File: config.mk
export PLATFORM = sky130hd
export DESIGN_NAME = kbd_game_keys
export DESIGN_NICKNAME = d
export VERILOG_FILES = /design/src/rtl/kbd_pkg.sv /design/src/rtl/kbd_game_keys.sv
export SDC_FILE = /design/constraint.sdc
export NUM_CORES = 1
export LEC_CHECK = 0
export BUFFER_PORTS_ARGS = -buffer_cell sky130_fd_sc_hd__buf_2
export CAP_MARGIN = 20
export CORE_ASPECT_RATIO = 0.6
export CORE_MARGIN = 5
export CORE_UTILIZATION = 55
export DETAILED_ROUTE_END_ITERATION = 8
export GPL_TIMING_DRIVEN = 0
export PLACE_DENSITY = 0.75
export SETUP_SLACK_MARGIN = 0.15
export SYNTH_ARGS = -nofsm -noshare
export SYNTH_HDL_FRONTEND = slang
export SYNTH_SLANG_ARGS = --single-unit
File: constraint.sdc
create_clock -name clk -period 2.9 [get_ports clk]
set_clock_uncertainty 0.15 [all_clocks]
set_input_delay 0.435 -clock clk [delete_from_list [all_inputs] [get_ports clk]]
set_output_delay 0.435 -clock clk [all_outputs]
set_load 0.005 [all_outputs]
File: src/rtl/kbd_pkg.sv
// Shared definitions for the PS/2 set-2 game-key decoder: scan codes and the
// prefix-tracking FSM state type.
package kbd_pkg;

  localparam logic [7:0] SC_EXT   = 8'hE0;
  localparam logic [7:0] SC_BRK   = 8'hF0;
  localparam logic [7:0] SC_SPACE = 8'h29;
  localparam logic [7:0] SC_LEFT  = 8'h6B;
  localparam logic [7:0] SC_RIGHT = 8'h74;

  typedef enum logic [1:0] {
    ST_IDLE    = 2'd0,
    ST_EXT     = 2'd1,
    ST_BRK     = 2'd2,
    ST_EXT_BRK = 2'd3
  } kbd_st_t;

endpackage : kbd_pkg

File: src/rtl/kbd_game_keys.sv
// Turns PS/2 scan-code bytes into held arrow levels, a de-repeated space pulse,
// and a timeout error pulse for sequences that stall between bytes.
module kbd_game_keys
  import kbd_pkg::*;
#(
  parameter int unsigned TIMEOUT_CYCLES = 1_000_000
) (
  input  logic       clk,
  input  logic       reset,
  input  logic       din_new,
  input  logic [7:0] din,
  output logic       rightArrow,
  output logic       leftArrow,
  output logic       spaceBar,
  output logic       seqError
);

  localparam int unsigned CNT_W = $clog2(TIMEOUT_CYCLES + 1);
  // Count value on which the next increment would reach the limit.
  localparam logic [CNT_W-1:0] CNT_LAST = CNT_W'(TIMEOUT_CYCLES - 1);

  kbd_st_t          state_q, state_d;
  logic [CNT_W-1:0] cnt_q, cnt_d;
  logic             right_q, right_d;
  logic             left_q, left_d;
  logic             held_q, held_d;
  logic             space_q, space_d;
  logic             err_q, err_d;

  // State and flag registers
  always_ff @(posedge clk or posedge reset) begin
    if (reset) begin
      state_q <= ST_IDLE;
      cnt_q   <= '0;
      right_q <= 1'b0;
      left_q  <= 1'b0;
      held_q  <= 1'b0;
      space_q <= 1'b0;
      err_q   <= 1'b0;
    end else begin
      state_q <= state_d;
      cnt_q   <= cnt_d;
      right_q <= right_d;
      left_q  <= left_d;
      held_q  <= held_d;
      space_q <= space_d;
      err_q   <= err_d;
    end
  end

  // Byte decode, flag updates and inter-byte timeout
  always_comb begin
    state_d = state_q;
    cnt_d   = cnt_q;
    right_d = right_q;
    left_d  = left_q;
    held_d  = held_q;
    space_d = 1'b0;
    err_d   = 1'b0;

    if (din_new) begin
      cnt_d = '0;
      case (state_q)
        ST_IDLE: begin
          if (din == SC_EXT) begin
            state_d = ST_EXT;
          end else if (din == SC_BRK) begin
            state_d = ST_BRK;
          end else if (din == SC_SPACE) begin
            space_d = ~held_q;
            held_d  = 1'b1;
          end
        end
        ST_EXT: begin
          state_d = ST_IDLE;
          if (din == SC_BRK) begin
            state_d = ST_EXT_BRK;
          end else if (din == SC_EXT) begin
            state_d = ST_EXT;
          end else if (din == SC_LEFT) begin
            left_d = 1'b1;
          end else if (din == SC_RIGHT) begin
            right_d = 1'b1;
          end
        end
        ST_BRK: begin
          state_d = ST_IDLE;
          if (din == SC_SPACE) begin
            held_d = 1'b0;
          end else if (din == SC_EXT) begin
            state_d = ST_EXT;
          end
        end
        ST_EXT_BRK: begin
          state_d = ST_IDLE;
          if (din == SC_LEFT) begin
            left_d = 1'b0;
          end else if (din == SC_RIGHT) begin
            right_d = 1'b0;
          end
        end
        default: state_d = ST_IDLE;
      endcase
    end else if (state_q != ST_IDLE) begin
      if (cnt_q == CNT_LAST) begin
        state_d = ST_IDLE;
        cnt_d   = '0;
        err_d   = 1'b1;
      end else begin
        cnt_d = cnt_q + CNT_W'(1);
      end
    end
  end

  assign rightArrow = right_q;
  assign leftArrow  = left_q;
  assign spaceBar   = space_q;
  assign seqError   = err_q;

endmodule : kbd_game_keys

==> results of run 1 <==
-- sequential cells by signal, summed over array words and instances, names as in the netlist --
| signal | flops |
|---|---|
| held_q | 1 |
| rightArrow | 1 |
| seqError | 1 |
| spaceBar | 1 |
| leftArrow | 1 |
| state_q | 2 |
| cnt_q | 20 |
-- final timing paths --
path / end / depth (start not counted) / startpoint
max in group asynchronous: cnt_q[7] / 4 / reset
hold reg to reg: spaceBar / 1 / held_q
hold / removal: cnt_q[0] / 2 / din_new
setup / recovery: cnt_q[3] / 7 / cnt_q[0]
min in group asynchronous: rightArrow / 3 / reset
setup reg to reg: cnt_q[3] / 7 / cnt_q[0]
-- per-stage QoR --
stage               hold WS, ps  total power (W)
floorplan                   255         0.000405
global placement            274         0.000418
detailed placement          271         0.000420
CTS                         258         0.000627
global route                271         0.000655
finish                      268         0.000629
-- routing by layer --
| metal | GRT usage | vias up |
|---|---|---|
| met1 | 0.264 | 587 |
| met2 | 0.246 | 32 |
| met4 | 0.0407 | 0 |
| met5 | 0 | - |
| li1 | - | 600 |
| met3 | 0.0535 | 2 |
-- synth_stat cells, drive strengths merged, types with 2 or more instances --
cell type   n
nor4        6
o211ai      2
nand4       5
nand2      12
dfrtp      27
or4         6
o21ai       9
a21oi      12
inv         7
nor3        3
clkbuf      4
mux2        3
buf         2
or3         6
xor2        2
xnor2       6
nand3      10
or3b        2
nor2       13
nor3b       3
nor4b       2
o31ai       4
-- cells by family (layout without fill, tap and decap cells) --
kind of cell    count (synthesis)  after routing  share of synthesized area
compound gates                 28             28                      0.121
xor+xnor                        8              8                     0.0492
fa+ha+maj                       1              1                    0.00878
buf+inv                        13             33                     0.0413
flops                          27             27                      0.474
mux                             3              3                     0.0237
simple gates                   72             72                      0.282
-- timing repair --
action / CTS / global route
setup endpoints to repair: 0 / 0
gates resized for setup: 0 / 0
endpoints found under the hold margin: 0 / 5
hold buffers: 0 / 1
-- area by class of cell --
| type | count | area (µm²) |
|---|---|---|
| Sequential cell | 27 | 676 |
| Inverter | 7 | 26.3 |
| Tap cell | 32 | 40.0 |
| Fill cell | 206 | 870 |
| Timing Repair Buffer | 16 | 108 |
| Multi-Input combinational cell | 112 | 691 |
| Buffer | 6 | 32.5 |
| Clock buffer | 4 | 45.0 |
-- cell usage in the layout (no fill, tap or decap) --
cell type / n
a21oi_1: 12
and2_1: 1
and4_2: 1
buf_16: 1
buf_2: 15
buf_6: 1
clkbuf_1: 4
clkbuf_2: 1
clkbuf_8: 3
dfrtp_1: 27
dlygate4sd3_1: 1
ha_1: 1
inv_1: 7
mux2_2: 3
nand2_1: 12
nand3_1: 10
nand3b_1: 1
nand4_1: 5
nor2_1: 13
nor3_1: 3
nor3b_1: 3
nor4_1: 6
nor4b_1: 2
nor4bb_1: 1
o211ai_1: 2
o21ai_0: 9
o221ai_1: 1
o31ai_1: 3
o31ai_4: 1
or3_1: 6
or3b_1: 1
or3b_2: 1
or4_1: 6
xnor2_1: 6
xor2_1: 2
-- critical path, cell delays in order (launching register included) --
cell and delay [ps]:
dfrtp_1 420, ha_1 220, nand2_1 110, or4_1 520
clkbuf_2 180, o31ai_4 490, buf_6 210, nor2_1 60
-- power groups by stage --
stage	Combinational (W)	Clock, W	Sequential [W]
final	0.0000395	0.000212	0.000378
after global routing	0.0000435	0.000233	0.000378
after global placement	0.0000327	0	0.000386
after CTS	0.0000341	0.000215	0.000378
after floorplan	0.0000190	0	0.000386
after detailed placement	0.0000341	0	0.000386
==> run_results.csv, run 1 <==
group,metric,value,unit
clock_network,clock_latency,270,ps
floorplan,start_util,0.573,
place,pre_cts_ws,457,ps
final_layout,drive_above_1_share,0.157,
worst_setup_path,arrival,2500,ps
final_layout,n_antenna_cell,0,
worst_setup_path,setup.worst_path.start_class,"flop",
run_status,status,"complete, no violations",
hold_path,hold_class,"input port to flop",
pwr,seqPwrFrac,0.601,
grt,grt_pass1_wl,5080,µm
grt,grt_pass1_vias,1091,
yosys,netlist_area,0.00143,mm²
pwr,p_per_area,389,mW/mm²
pwr,p_int,0.000492,W
floorplan,core_region_area,0.00249,mm²
routing,avgRoutedWirePerCell,15.0,µm
timing,finalCritPeriodShare,0.856,
final_layout,fin_util,0.650,
pwr,clockPowerShare,0.336,
pwr,peakVddDrop,249,µV
grt,grt_overflow_total,0,
routing,drtPass1Iterations,4,
clock_network,htree_levels,1,
routing,wl_met1,1470,µm
timing,setup_tns,0,ps
flow_run,maxCapViolations,0,
yosys,ys_seq_area_frac,0.474,
worst_setup_path,end_kind,"flop",
yosys,synth_flop_cell,"dfrtp_1",
pwr,switching_share,0.219,
final_layout,fin_nets,185,
yosys,ys_ff_latch,27,
timing,rsz0062_at_grt,"false",
clock_network,cts_tree,"built",
routing,drt_iter0_markers,99,
floorplan,chipHeight,49.4,µm
timing,setup_ws,418,ps
yosys,ys_top_cells_by_area,"dfrtp_1 47%, a21oi_1 4.2%, xnor2_1 3.7%",
routing,route.met3.wl,182,µm
clock_network,cts_buffers,3,
clock_network,cts_setup_buffers,0,
final_layout,fin_cells,204,
grt,antenna_found_initial,0,
routing,route.met2.wl,1400,µm
routing,num_vias,1221,
timing,finalSetupViolCount,0,
yosys,synth-edff-count,0,
routing,highest_layer,"met4",
routing,drc_errors,0,
worst_setup_path,criticalPathCategory,"flop to flop",
worst_setup_path,rrSetupSlack,420,ps
yosys,yosysWarnings,0,
place,gp_congestion,0.930,
final_layout,final_area,0.00162,mm²
clock_network,max-clock-path-buffers,2,
floorplan,die_width,75.7,µm
place,dp_cells,198,
floorplan,row_count,14,
place,dp_hpwl,2250,µm
floorplan,ios,15,
yosys,synth-async-reset-ratio,1.00,
pwr,switching_power,0.000138,W
place,place_area,0.00154,mm²
pwr,power_frac_comb,0.063,
clock_network,clk_pin_slew_worst_paths,90,ps
clock_network,clock_sinks,27,
pwr,p_leak,0.649,nW
worst_setup_path,worstPathMaxFanout,10,
final_layout,synthToLayoutAreaGrowth,13.5,%
timing,post-route-min-period,2480,ps
yosys,synth_area_leader_cell,"dfrtp_1",
grt,grt_max_degree,28,
timing,final_max_slew_viol_count,0,
grt,grt.total_usage,0.176,
yosys,synth_nets,164,
routing,wirelength,3060,µm
yosys,synth_top_area_share,0.474,
routing,ant_nets,0,
yosys,postSynthAreaPerCell,9.38,µm²
yosys,synthCells,152,
place,port_buffers,14,
worst_setup_path,required,2910,ps
timing,finalHoldViolations,0,
clock_network,cts-root-buf,"clkbuf_8",
routing,via_per_inst,5.99,
timing,fmax,0.403,GHz
timing,maxSlewHeadroom,0.454,
timing,tightest_slew,813,ps
floorplan,dieArea,0.00374,mm²
yosys,ys_types,32,
No activity file was read; power rests on OpenSTA's default activity.
==> run 2: changes to the inputs <==
Settings changed: CTS_BUF_LIST from default to sky130_fd_sc_hd__clkbuf_8 sky130_fd_sc_hd__clkbuf_16, PLACE_DENSITY 0.75 to 0.86, SLEW_MARGIN from default to 40.
==> run 2 against run 1 <==
Combinational power decreased by 13%. Global-route usage increased by 0.48 points. Final area decreased by 1.9%. Critical path depth unchanged. Routed wire length increased by 1.2%. Non-clock buffer count decreased by 2. Highest routed layer unchanged. First-iteration DRC count increased by 64%. Cell count decreased by 0.98%. Utilization decreased by 1.3 points. Die area unchanged. Largest cell class unchanged. Power decreased by 1.5%. Via count increased by 4.2%.
==> run_results.csv, run 2 (synthesized netlist as in run 1, its figures left out) <==
group,metric,value,unit
floorplan,row_count,14,
pwr,p_leak,0.637,nW
hold_path,hold_class,"input port to asynchronous set/reset pin",
clock_network,cts_resized,0,
place,place_area,0.00154,mm²
routing,via_per_inst,6.30,
clock_network,cts_buffers,3,
routing,num_vias,1272,
floorplan,dieArea,0.00374,mm²
place,gp_congestion,0.859,
worst_setup_path,cpPeakStageDelay,510,ps
floorplan,start_util,0.573,
timing,finalSetupViolCount,0,
worst_setup_path,critical_path.cell_chain,"ha_1 > nand2_1 > or4_1 > clkbuf_2 > o31ai_4 > buf_6 > a21oi_1",
grt,grt.total_usage,0.181,
routing,route.met2.wl,1510,µm
final_layout,top_regs,"cnt_q: 20 flops, state_q: 2 flops",
place,port_buffers,14,
worst_setup_path,end_kind,"flop",
timing,tightest_slew,716,ps
final_layout,largest_register_ffs,20,
clock_network,clk_pin_slew_worst_paths,90,ps
clock_network,cts-root-buf,"clkbuf_8",
clock_network,clock_sinks,27,
place,dp_hpwl,2320,µm
grt,grt_max_degree,28,
pwr,p_total,0.000620,W
final_layout,final_cell_mix,"27 x dfrtp_1, 15 x buf_2, 13 x nor2_1",
final_layout,fin_nets,183,
timing,setup_ws,472,ps
worst_setup_path,criticalPathCategory,"flop to flop",
timing,post-route-min-period,2430,ps
grt,antenna_found_initial,0,
worst_setup_path,worstPathMaxFanout,10,
grt,grt_pass1_wl,5130,µm
final_layout,final_area,0.00159,mm²
routing,drtPass1Iterations,4,
timing,fmax,0.412,GHz
clock_network,max-clock-path-buffers,2,
floorplan,core_region_area,0.00249,mm²
worst_setup_path,required,2900,ps
final_layout,regArea,676,µm²
final_layout,nFillCells,193,
routing,avgRoutedWirePerCell,15.3,µm
final_layout,drive_above_1_share,0.171,
routing,wl_met1,1340,µm
final_layout,final_common_cell,"dfrtp_1",
grt,grt_overflow_total,0,
flow_run,maxCapViolations,0,
final_layout,regMostFlops,"cnt_q",
timing,finalHoldViolations,0,
timing,finalCritPeriodShare,0.837,
floorplan,ios,15,
run_status,status,"complete, no violations",
routing,route.met3.wl,222,µm
routing,highest_layer,"met4",
clock_network,clock_latency,270,ps
routing,drc_errors,0,
worst_setup_path,arrival,2430,ps
clock_network,cts_setup_buffers,0,
pwr,peakVddDrop,195,µV
worst_setup_path,crit_family,"simple AND/OR/NAND/NOR gates",
worst_setup_path,setup.worst_path.start_class,"flop",
clock_network,cts_tree,"built",
grt,grt_pass1_vias,1123,
place,pre_cts_ws,471,ps
final_layout,n_antenna_cell,0,
routing,ant_nets,0,
floorplan,chipHeight,49.4,µm
worst_setup_path,slowest_stage,"or4_1",
timing,maxSlewHeadroom,0.516,
clock_network,postCtsHoldBufs,0,
timing,final_max_slew_viol_count,0,
routing,wirelength,3100,µm
timing,setup_tns,0,ps
routing,drt_iter0_markers,162,
final_layout,synthToLayoutAreaGrowth,11.3,%
timing,rsz0062_at_grt,"false",
floorplan,die_width,75.7,µm
pwr,p_per_area,391,mW/mm²
final_layout,multi_input_area,696,µm²
clock_network,htree_levels,1,
worst_setup_path,path_buf_inv,2,
run 2: cell count changes in the layout (fill, tap and decap cells not counted):
cell           delta
clkbuf_1          -1
inv_1             -1
nor3_2            +1
nor3_1            -1
inv_2             +1
clkinv_2          +1
dlygate4sd3_1     -1
buf_16            -1
run 2: report_power, final:
part | total (W) | switching (W) | internal [W]
clock | 0.000207 | 0.000111 | 0.0000962
sequential | 0.000378 | 0.000000779 | 0.000377
combinational | 0.0000344 | 0.0000230 | 0.0000114
run 2: cell type report:
type                       count  area share
inverter                       7      0.0166
buffer                         6      0.0205
sequential                    27       0.426
clock buffer                   3      0.0260
tap                           32      0.0252
clock inverter                 1     0.00315
timing repair buffer          14      0.0442
multi-input combinational    112       0.438
run 2: metal layers:
metal	GRT usage	vias to the layer above
met4	0.0581	0
met5	0	-
met2	0.266	56
met3	0.0453	6
met1	0.258	617
li1	-	593
run 2: worst paths after layout:
kind / cells past startpoint / start / slack [ps] / end
min in group clk: 2 / din_new / 270 / cnt_q[1]
max in group asynchronous: 2 / reset / 2170 / cnt_q[19]
max: 7 / cnt_q[0] / 470 / cnt_q[19]
min reg2reg: 1 / held_q / 310 / spaceBar
min: 2 / reset / 50 / cnt_q[1]
max reg2reg: 7 / cnt_q[0] / 470 / cnt_q[19]
run 2: stage by stage:
step,util,std cells,hold WS [ps]
final,0.638,202,51.6
after global routing,0.638,202,105
after CTS,0.636,202,70.7
after detailed placement,0.617,198,295
after global placement,0.617,198,270
after floorplan,-,152,255
run 2: worst reg2reg max path: cells and delay by family, from the launching register on:
kind                     cells  cell delay (ps)
flip-flops                   1              400
adder cells (fa/ha/maj)      1              210
AND/OR/NAND/NOR              2              630
AO/OA/AOI/OAI                2              540
buffers and inverters        2              400
==> run 3: changes to the inputs <==
Clock period 2.9 ns to 2.27 ns, I/O delays scaled along.
==> run 3 against run 2 <==
The run now ends with setup timing left. Maximum frequency increased by 6.3%. Register-to-register slack worse by 490 ps. Sequential share of layout area down 4.2 points. Non-clock buffer count is 16 higher. Power is 30% higher. Hold slack better by 140 ps. Clock-buffer cell count stayed put. Critical path depth unchanged. Cell count increased by 7.9%. Largest cell class unchanged.
==> run_results.csv, run 3 (synthesized netlist as in run 1, its figures left out) <==
group,metric,value,unit
run_status,status,"complete, but fails checks",
run_status,failed_checks,"setup timing",
grt,grt_max_degree,28,
floorplan,dieArea,0.00374,mm²
pwr,p_int,0.000627,W
grt,grt.total_usage,0.196,
timing,tightest_slew,705,ps
floorplan,start_util,0.573,
worst_setup_path,slowest_stage,"dfrtp_2",
timing,finalHoldViolations,0,
final_layout,final_common_cell,"dfrtp_1",
routing,drt_iter0_markers,110,
floorplan,ios,15,
clock_network,clock_latency,270,ps
routing,via_per_inst,5.95,
floorplan,core_region_area,0.00249,mm²
clock_network,cts_tree,"built",
worst_setup_path,rrSetupSlack,-10,ps
final_layout,final_cell_mix,"26 x dfrtp_1, 16 x buf_2, 13 x nor2_1",
grt,grt_pass1_vias,1170,
final_layout,top_regs,"cnt_q: 20 flops, state_q: 2 flops",
floorplan,row_count,14,
worst_setup_path,r2r_cells,7,
timing,post-route-min-period,2280,ps
final_layout,n_antenna_cell,0,
place,port_buffers,14,
pwr,seqPwrFrac,0.598,
worst_setup_path,rr_endpoint,"cnt_q[3]",
timing,rsz0062_at_grt,"true",
worst_setup_path,arrival,2300,ps
hold_path,holdPathStages,2,
final_layout,largest_register_ffs,20,
routing,num_vias,1297,
worst_setup_path,worst_path_most_repeated_cell,"buf_6",
clock_network,cts_buffers,3,
timing,hold_slack,193,ps
clock_network,max-clock-path-buffers,2,
final_layout,fin_nets,199,
final_layout,fin_cells,218,
pwr,clockPowerShare,0.331,
worst_setup_path,crit_path_end,"cnt_q[3]",
flow_run,maxCapViolations,0,
routing,drtPass1Iterations,4,
worst_setup_path,critical_path.cell_chain,"or3b_1 > or4_4 > buf_6 > o31ai_4 > buf_4 > buf_6 > nor2_1",
grt,antenna_found_initial,0,
final_layout,synthToLayoutAreaGrowth,23.8,%
timing,finalCritPeriodShare,1.01,
routing,ant_nets,0,
clock_network,clock_sinks,27,
pwr,switching_share,0.224,
routing,drc_errors,0,
final_layout,regMostFlops,"cnt_q",
floorplan,die_width,75.7,µm
clock_network,htree_levels,1,
worst_setup_path,rr_startpoint,"cnt_q[10]",
routing,avgRoutedWirePerCell,16.3,µm
clock_network,clk_pin_slew_worst_paths,90,ps
clock_network,cts-root-buf,"clkbuf_8",
pwr,p_per_area,458,mW/mm²
worst_setup_path,worstPathMaxFanout,5,
final_layout,fin_util,0.709,
worst_setup_path,cpPeakStageDelay,440,ps
place,place_area,0.00154,mm²
place,dp_hpwl,2350,µm
final_layout,final_area,0.00176,mm²
worst_setup_path,required,2290,ps
worst_setup_path,criticalPathCategory,"flop to flop",
worst_setup_path,end_kind,"flop",
place,dp_cells,198,
timing,finalSetupViolCount,8,
final_layout,nFillCells,184,
timing,maxSlewHeadroom,0.524,
final_layout,drive_above_1_share,0.290,
timing,fmax,0.438,GHz
grt,grt_overflow_total,0,
hold_path,hold_class,"input port to flop",
worst_setup_path,critical_path.startpoint,"cnt_q[10]",
timing,setup_ws,-13.7,ps
floorplan,chipHeight,49.4,µm
pwr,p_leak,0.730,nW
timing,final_max_slew_viol_count,0,
pwr,switching_power,0.000181,W
place,gp_congestion,0.789,
grt,grt_pass1_wl,5580,µm
pwr,power_frac_comb,0.071,
worst_setup_path,setup.worst_path.start_class,"flop",
routing,wirelength,3550,µm
pwr,peakVddDrop,373,µV
[run 3: changes by cell type in the layout (fill, tap and decap cells not counted), sizes merged]
cell	delta
buf	+16
clkbuf	-1
dlygate4sd3	+1
clkinv	-1
inv	+1
[run 3: worst min-delay path by stage]
stage / from / endpoint / slack, ps
global placement: held_q / spaceBar / 270
detailed placement: held_q / spaceBar / 270
global route: din_new / seqError / 200
finish: din_new / cnt_q[1] / 190
floorplan: reset / cnt_q[0] / 240
CTS: din_new / cnt_q[1] / 180
[run 3: critical path: cells and delay by family (launching register included)]
family                 cells  cell delay (ps)
flip-flops                 1              440
buffers and inverters      3              430
AND/OR/NAND/NOR            3              850
AO/OA/AOI/OAI              1              310
[run 3: metrics by stage]
stage	TNS (ps)	power, W	setup WS, ps
global placement	-811	0.000534	-86.1
detailed placement	-1250	0.000537	-131
finish	-53.7	0.000808	-13.7
global route	-1120	0.000840	-82.7
floorplan	0	0.000517	116
CTS	0	0.000803	135
[run 3: metal layers]
layer	up-vias	global-route usage	routed length, µm
met5	-	0	0
met4	0	0.0640	42
met3	5	0.0391	182
met2	31	0.294	1680
met1	635	0.281	1640
li1	626	-	-
[run 3: power groups by stage]
stage / Clock [W] / Sequential (W) / Combinational (W)
3_3_place_gp: 0 / 0.000493 / 0.0000413
5_1_grt: 0.000294 / 0.000483 / 0.0000623
4_1_cts: 0.000271 / 0.000483 / 0.0000488
6_report: 0.000268 / 0.000483 / 0.0000570
3_5_place_dp: 0 / 0.000493 / 0.0000443
2_1_floorplan: 0 / 0.000493 / 0.0000243
[run 3: what timing repair did]
action                                  4_1_cts  5_1_grt
hold endpoints to repair                     27        0
setup buffers                                 6        8
endpoints found under the setup margin       18       19
pin swaps                                     4        2
hold buffers                                  1        0
resized for setup                             8       14
cloned                                        0        1
[run 3: final cells by class]
class	instances	area, µm²	share of cell area
plain buffers	6	52.6	0.0298
clock buffers	3	41.3	0.0234
clock inverters	1	3.75	0.00213
inverters	7	26.3	0.0149
multi-input cells	112	726	0.411
flip-flops and latches	27	677	0.384
well taps	32	40.0	0.0227
repair buffers	30	198	0.112
